## src/rtl/pwm_output_stage.sv

```systemverilog
// rtl/pwm_output_stage.sv - PID word to PWM duty converter with period-boundary double buffering
module pwm_output_stage #(
    parameter int CNT_W      = 16,
    parameter int MIN_PERIOD = 2
) (
    input  logic             clk_in_i,
    input  logic             reset_n_i,
    input  logic             clk_en_i,
    input  logic             enable_i,
    input  logic             man_control_i,
    input  logic [15:0]      pid_i,
    input  logic [CNT_W-1:0] man_duty_i,
    input  logic [CNT_W-1:0] period_i,
    input  logic [CNT_W-1:0] duty_min_i,
    input  logic [CNT_W-1:0] duty_max_i,
    output logic             pwm_o,
    output logic             period_done_o,
    output logic [CNT_W-1:0] duty_o
);

    typedef enum logic {IDLE, RUN} state_t;

    localparam logic [CNT_W-1:0] MIN_P = CNT_W'(MIN_PERIOD);
    localparam logic [CNT_W-1:0] ONE   = CNT_W'(1);

    state_t           state, state_nx;
    logic [CNT_W-1:0] cnt, cnt_nx;
    logic [CNT_W-1:0] per_sh, per_sh_nx;
    logic [CNT_W-1:0] duty_sh, duty_sh_nx;
    logic [CNT_W-1:0] duty_calc;
    logic             done_nx, pwm_nx;

    logic [CNT_W-1:0] per_in, scaled, clamp_lo, clamp_hi, src, calc_nx;

    // Duty target: scale the controller word to the period, clamp, then limit to one full period.
    always_comb begin
        per_in   = (period_i < MIN_P) ? MIN_P : period_i;
        scaled   = CNT_W'(((CNT_W+16)'(pid_i) * (CNT_W+16)'(per_in)) >> 16);
        clamp_lo = (scaled < duty_min_i) ? duty_min_i : scaled;
        clamp_hi = (clamp_lo > duty_max_i) ? duty_max_i : clamp_lo;
        src      = man_control_i ? man_duty_i : clamp_hi;
        calc_nx  = (src > per_in) ? per_in : src;
    end

    always_comb begin
        state_nx   = state;
        cnt_nx     = cnt;
        per_sh_nx  = per_sh;
        duty_sh_nx = duty_sh;
        done_nx    = 1'b0;
        pwm_nx     = 1'b0;
        case (state)
            IDLE: begin
                cnt_nx = '0;
                if (enable_i && clk_en_i) begin
                    per_sh_nx  = per_in;
                    duty_sh_nx = duty_calc;
                    state_nx   = RUN;
                end
            end
            RUN: begin
                if (!enable_i) begin
                    // Disable aborts the period outright; the restart begins from count zero.
                    state_nx = IDLE;
                    cnt_nx   = '0;
                end else begin
                    pwm_nx = (cnt < duty_sh);
                    if (clk_en_i) begin
                        if (cnt == per_sh - ONE) begin
                            cnt_nx     = '0;
                            per_sh_nx  = per_in;
                            duty_sh_nx = duty_calc;
                            done_nx    = 1'b1;
                        end else begin
                            cnt_nx = cnt + ONE;
                        end
                    end
                end
            end
            default: begin
                state_nx = IDLE;
                cnt_nx   = '0;
            end
        endcase
    end

    always_ff @(posedge clk_in_i or negedge reset_n_i) begin
        if (!reset_n_i) begin
            state         <= IDLE;
            cnt           <= '0;
            per_sh        <= MIN_P;
            duty_sh       <= '0;
            duty_calc     <= '0;
            pwm_o         <= 1'b0;
            period_done_o <= 1'b0;
        end else begin
            state         <= state_nx;
            cnt           <= cnt_nx;
            per_sh        <= per_sh_nx;
            duty_sh       <= duty_sh_nx;
            duty_calc     <= calc_nx;
            pwm_o         <= pwm_nx;
            period_done_o <= done_nx;
        end
    end

    assign duty_o = duty_sh;

endmodule

```

## config.mk

```make
export PLATFORM = sky130hd
export DESIGN_NAME = pwm_output_stage
export DESIGN_NICKNAME = d
export VERILOG_FILES = /design/src/rtl/pwm_output_stage.sv
export SDC_FILE = /design/constraint.sdc
export NUM_CORES = 1
export LEC_CHECK = 0
export ABC_CLOCK_PERIOD_IN_PS = 2700
export CORE_AREA = 2 2 173 175
export CTS_CLUSTER_DIAMETER = 150
export CTS_CLUSTER_SIZE = 40
export DETAILED_ROUTE_END_ITERATION = 7
export DIE_AREA = 0 0 175 177
export GPL_ROUTABILITY_DRIVEN = 0
export GPL_TIMING_DRIVEN = 0
export HOLD_SLACK_MARGIN = 0.02
export PLACE_DENSITY = 0.71
export SLEW_MARGIN = 40
export SYNTH_ARGS = -nofsm -noshare
export SYNTH_HDL_FRONTEND = slang
export SYNTH_SLANG_ARGS = --single-unit
```

## constraint.sdc

```tcl
create_clock -name clk_in_i -period 2.7 [get_ports clk_in_i]
set_input_delay 0.405 -clock clk_in_i [delete_from_list [all_inputs] [get_ports clk_in_i]]
set_output_delay 0.405 -clock clk_in_i [all_outputs]
set_load 0.01 [all_outputs]
```

==> out/metrics.yaml <==
status: "complete, but fails checks"
violations: "setup timing"
synthToLayoutAreaGrowth_pct: 32.1
endpoint_kind: "flop"
setup_viol: 64
timing.final.ws_setup_ns: -9.29
required_ns: 2.87
insertion_delay_ns: 0.34
die_w_um: 175
final_antenna_net_count: 0
synth_top_area_share_pct: 27.0
ys_seq_area_share_pct: 11.7
post_drt_via_cell_ratio: 5.90
slowest_stage: "fa_1"
rows: 63
cp_common_cell: "fa_1"
cp.arrival_ns: 12.16
startpoint_type: "input port"
min_period_ns: 11.99
post_drt_wl_per_cell_um: 20.9
drc: 0
pre_cts_ws_ns: -11.61
synth-xor-area-share_pct: 2.73
slowest_delay_ns: 0.57
hold_violations: 0
fillers: 2192
port_buffers: 99
final_nets: 2324
hold_path.class: "reg -> reg"
die_area_sq_um: 31000
async_flop_share_pct: 100
max_slew_margin_pct: 44.8
syn_nets: 2122
overflow: 0
synthTopCellsByArea: "fa_1 27%, ha_1 14%, dfrtp_1 12%"
cts_buffers: 9
grt_pass1_wl_mm: 72.8
drt_iter0_drc: 1521
finalCoreUtilization_pct: 64.7
drtPass1Iterations: 6
grt_max_degree: 46
path_clk_slew_ns: 0.06
rsz0062_at_grt: "true"
routed_wirelength_mm: 47.5
fmax_ghz: 0.0834
die_h_um: 177
synth-simple-area-share_pct: 18.4
timing.rr.start: "per_sh[3]"
antenna_found_initial: 2
synth_top_family_by_area: "adder cells"
synth_cells: 1679
dpl.hpwl_mm: 34.1
h-tree-depth: 3
critPathMaxFanout: 10
ys_ff_latch: 67
critical_path_class: "in -> reg"
startpoint: "pid_i[10]"
fin_worst_skew_ns: 0.0108
io_pins: 103
first_global_vias: 13600
vias: 13400
fp.coreArea_sq_um: 29200
cts_root_buf: "clkbuf_16"
synthFlopType: "dfrtp_1"
clock_sinks: 67
start_util_pct: 48.9
tightest_slew_ns: 0.828
max_cap_violations: 0
yosys.cell_types.count: 70
finalCritPeriodShare_pct: 444
finalMaxSlewViolations: 0
yosysMostFrequentCell: "inv_1"
worstHoldStart: "duty_calc[11]"
synth.mux.area_fraction_pct: 4.04
grt.total_usage_pct: 30.1
cts_tree: "built"
synthAdderAreaFrac_pct: 41.4
netlist_top_cells_count: "305 x inv_1, 214 x nand2_1, 193 x fa_1"
cts_buffer_depth: 2
ys_warn_count: 0
synth_top_cell_by_area: "fa_1"
synth-edff-count: 0
synth_compound_area_share_pct: 11.5
synthesis.area_sq_um: 14300
layout-drive-gt1-share_pct: 21.9
syn_area_per_cell_sq_um: 8.53
setup_tns_ns: -163.00
[through the flow]
stage / std cells / instance area [sq um] / hold WS, ns
finish: 2277 / 18900 / 0.468
global route: 2276 / 18900 / 0.459
CTS: 2250 / 17900 / 0.449
detailed placement: 2169 / 16200 / 0.329
global placement: 2168 / 16200 / 0.461
floorplan: 1679 / 14700 / 0.109
[cell type report]
type / instances / area (sq um) / share of cell area, %
diodes: 1 / 2.50 / 0.0132
plain buffers: 73 / 687 / 3.63
clock buffers: 10 / 229 / 1.21
clock inverters: 6 / 114 / 0.602
inverters: 305 / 1140 / 6.06
multi-input cells: 1227 / 12600 / 66.9
flip-flops and latches: 67 / 1680 / 8.90
well taps: 390 / 488 / 2.58
repair buffers: 198 / 1910 / 10.1
[cells in the final DEF (no fill, tap or decap), types with 11 or more instances in the layout]
| master | instances |
|---|---|
| xnor2_1 | 18 |
| buf_4 | 69 |
| nand4_1 | 14 |
| fa_1 | 189 |
| ha_1 | 149 |
| xor2_1 | 15 |
| a21o_1 | 25 |
| inv_1 | 300 |
| clkbuf_4 | 26 |
| clkdlybuf4s50_1 | 70 |
| mux2i_1 | 13 |
| dfrtp_1 | 62 |
| a21oi_4 | 14 |
| clkbuf_1 | 18 |
| and2_1 | 114 |
| nand2b_1 | 16 |
| ha_4 | 13 |
| buf_6 | 23 |
| clkbuf_16 | 17 |
| o21ai_0 | 21 |
| nand2_1 | 201 |
| nor2_1 | 33 |
| mux2_4 | 35 |
| nand3_1 | 28 |
| a21oi_2 | 19 |
| a21oi_1 | 35 |
| clkbuf_8 | 11 |
| nor3_1 | 14 |
| and3_1 | 23 |
[cell families after synthesis]
| family | after synthesis |
|---|---|
| AO/OA/AOI/OAI | 248 |
| multiplexers | 53 |
| adder cells (fa/ha/maj) | 358 |
| buffers and inverters | 385 |
| XOR/XNOR | 43 |
| AND/OR/NAND/NOR | 525 |
| flip-flops | 67 |
[path summary, 6_finish.rpt]
kind	endpoint	slack, ns	cells past startpoint
min in group asynchronous	cnt[7]	0.50	2
max in group asynchronous	per_sh[1]	1.59	3
hold / removal	duty_o[11]	0.47	1
setup / recovery	duty_calc[7]	-9.29	49
setup reg to reg	cnt[7]	-0.41	12
hold reg to reg	duty_o[11]	0.47	1
[flip-flops by register name, indices dropped and copies added, names as in the netlist]
signal         count
cnt               16
duty_calc         16
duty_o            16
per_sh            16
period_done_o      1
pwm_o              1
state              1
[per-layer routing]
metal  part of all wire (%)  track usage, %  routed length, um  vias to the layer above
met5                  0.027               0                 13                        -
met4                    5.3            10.8               2500                        2
met3                    9.2            5.13               4360                      211
met2                     47            50.5              22500                      776
met1                     38            39.4              18200                     6567
li1                       -               -                  -                     5886
[worst max-delay path, delay by kind of cell]
| family | cells | cell delay (ns) |
|---|---|---|
| fa+ha+maj | 10 | 4.28 |
| compound gates | 18 | 3.58 |
| buf+inv | 11 | 1.97 |
| simple gates | 10 | 1.89 |
[what timing repair did]
| action | in CTS | in global routing |
|---|---|---|
| hold endpoints to repair | 22 | 0 |
| resized for setup | 287 | 160 |
| setup buffers | 68 | 29 |
| endpoints found under the setup margin | 65 | 64 |
| hold buffers | 1 | 0 |
| gates cloned | 5 | 4 |
| pin swaps | 79 | 61 |
Power is left out: the tool's default activity adds up to more than one toggle a clock period on the data nets, which glitch-free logic cannot reach.
==> variant: new RTL, same flow settings <==
Register the input `duty_min_i` before use, without a reset. The logic sees it one clock later. The other inputs are not delayed to match.
--- a/src/rtl/pwm_output_stage.sv
+++ b/src/rtl/pwm_output_stage.sv
@@ -25,2 +25,8 @@
 
+    logic [CNT_W-1:0] duty_min_q;
+
+    always_ff @(posedge clk_in_i) begin
+        duty_min_q <= duty_min_i;
+    end
+
     state_t           state, state_nx;
@@ -38,3 +44,3 @@
         scaled   = CNT_W'(((CNT_W+16)'(pid_i) * (CNT_W+16)'(per_in)) >> 16);
-        clamp_lo = (scaled < duty_min_i) ? duty_min_i : scaled;
+        clamp_lo = (scaled < duty_min_q) ? duty_min_q : scaled;
         clamp_hi = (clamp_lo > duty_max_i) ? duty_max_i : clamp_lo;
Behaviour: not the same (Yosys sat finds a counterexample within 4 cycles, from zero or initial values and one cycle with reset_n_i low).
==> variant against the original RTL <==
- the run still ends with negative setup slack left
- wire length is 6.5% lower
- area after synthesis grew 0.22%
- cell area decreased by 3.9%
- synthesized cell count decreased by 3.7%
- critical endpoint is now duty_calc[11]
- sequential cell count increased by 16
- die area unchanged
- cell count fell by 2.8%
- worst setup slack worse by 0.096 ns
Power is not shown: default switching activity piles up to over one toggle a cycle in this logic, so the estimate is an artifact.
==> variant: results (changes against the original RTL) <==
[outcome]
status = finished with violations
violations = negative setup slack

[logic_synthesis]
synth_common_cells = inv_1 (315), nand2_1 (204), fa_1 (193)
synth_ff_type = dfrtp_1
yosysWarningCount = 0  ; unchanged
synthTopCellsByArea = fa_1 (27%), ha_1 (14%), dfrtp_1 (12%), inv_1 (8.2%), nand2_1 (5.3%)
ys_seq_area_frac = 0.139  ; +0.0221
synthArstFlopShare = 0.807  ; -0.193
ys_types = 84  ; +20%
synth_nets = 2060  ; -2.9%

[grt]
grt_pass1_wl_um = 70200  ; -3.6%
grt_pass1_vias = 13200  ; -2.7%
grt_max_degree = 62  ; +35%
track_usage = 0.290  ; -0.0116
antenna_found_initial = 0  ; -2

[sta]
setup_violations = 62  ; -3.1%
layout_setup_ws_ns = -9.38  ; -0.0961 ns
fin_setup_tns_ns = -156.89  ; +6.11 ns
fin_skew_ns = 0.0121  ; +0.00132 ns
drv_slew = 0  ; unchanged
max_slew_margin = 0.575  ; +0.127

[clock_network]
cts_max_level = 3  ; unchanged
path_clk_slew_ns = 0.06  ; about the same
clockBufferDepth = 2  ; unchanged
root_buffer = clkbuf_16
clock_latency_ns = 0.35
cts_buffers = 9  ; unchanged

[drt]
drtPass1Iterations = 6  ; unchanged
vias_per_cell = 5.71  ; -3.3%
drtIter0Drc = 1048  ; -31%
wl_um = 44500  ; -6.5%

[critical_path]
crit_fanout = 8  ; -2
critPathMaxStageDelay_ns = 0.54  ; -0.03 ns
r2r_end = duty_calc[11]
cpMaxStageDelayCell = fa_1
r2r-start = duty_min_q[5]
r2r_slack_ns = -3.69  ; -3.28 ns
reg2regPathDepth = 30  ; +18
arrival_ns = 12.31  ; +0.15 ns

[cells_and_area]
n_antenna_cell = 0  ; -1
nets = 2262  ; -2.7%
num-fill-cells = 2380  ; +8.6%
drive_above_1_share = 0.206  ; -0.0128

[placed_design]
dp_hpwl_um = 32300  ; -5.3%
port_buffers = 93  ; -6.1%

[min_path]
min_path_type = primary input to asynchronous set/reset pin

## variant: cell count changes after synthesis, sizes merged, moves of 10 or more
cell / change
a21oi: -19
clkbuf: -16
dfxtp: +16
nand2b: -13
o31ai: -12
inv: +11
nand2: -10
## variant: critical path, delay by kind of cell
kind,cells,cell delay [ns]
adders and majority gates,10,4.17
AOI/OAI and AO/OA,15,2.94
and+or+nand+nor,14,2.38
buffers and inverters,15,1.86
muxes,1,0.30
xor gates and xnor gates,1,0.20
## variant: layout make-up
type | instances | area, µm² | share of cell area
Multi-Input combinational cell | 1150 | 11800 | 0.649
Sequential cell | 83 | 2010 | 0.110
Timing Repair Buffer | 192 | 1850 | 0.102
Inverter | 316 | 1190 | 0.0656
Buffer | 67 | 561 | 0.0308
Tap cell | 390 | 488 | 0.0269
Clock buffer | 11 | 233 | 0.0128
Clock inverter | 5 | 56.3 | 0.00310
## variant: cells by family (layout without fill, tap and decap cells)
kind of cell,after synthesis,in the layout,synth area share
and+or+nand+nor,489,489,0.172
buffers and inverters,384,591,0.103
adders and majority gates,358,358,0.413
AOI/OAI and AO/OA,208,208,0.0993
DFF,83,83,0.139
muxes,60,60,0.0520
xor gates and xnor gates,35,35,0.0214
## variant: metrics by stage
step	hold WS [ns]	utilization	setup slack, ns	instance area [µm²]	instances
5_1_grt	0.434	0.621	-9.80	18200	2214
3_5_place_dp	0.208	0.548	-11.57	16000	2101
6_report	0.430	0.621	-9.38	18200	2214
2_1_floorplan	0.109	-	-8.85	14600	1617
3_3_place_gp	0.460	0.547	-11.33	16000	2100
4_1_cts	0.389	0.607	-8.95	17700	2194
## variant: how the worst max path moves through the flow
| stage | from | slack (ns) | endpoint | cells after the start |
|---|---|---|---|---|
| final | period_i[1] | -9.38 | duty_calc[11] | 56 |
| after global routing | period_i[13] | -9.80 | duty_calc[11] | 55 |
| after CTS | period_i[13] | -8.95 | duty_calc[11] | 55 |
| after detailed placement | period_i[1] | -11.57 | duty_calc[9] | 54 |
| after global placement | period_i[1] | -11.33 | duty_calc[8] | 54 |
| after floorplan | period_i[13] | -8.85 | duty_calc[11] | 55 |
## variant: per-layer routing
layer / up-vias / wire (µm) / track usage
li1: 5604 / - / -
met2: 547 / 22100 / 0.500
met4: 0 / 1750 / 0.103
met3: 130 / 2930 / 0.0402
met1: 6355 / 17700 / 0.373
met5: - / 0 / 0
## variant: timing repair
item | 4_1_cts | 5_1_grt
endpoints found under the hold margin | 6 | 0
buffers inserted | 74 | 20
hold buffers | 1 | 0
pin swaps | 78 | 61
cloned | 3 | 3
setup endpoints to repair | 49 | 63
resized for setup | 232 | 82
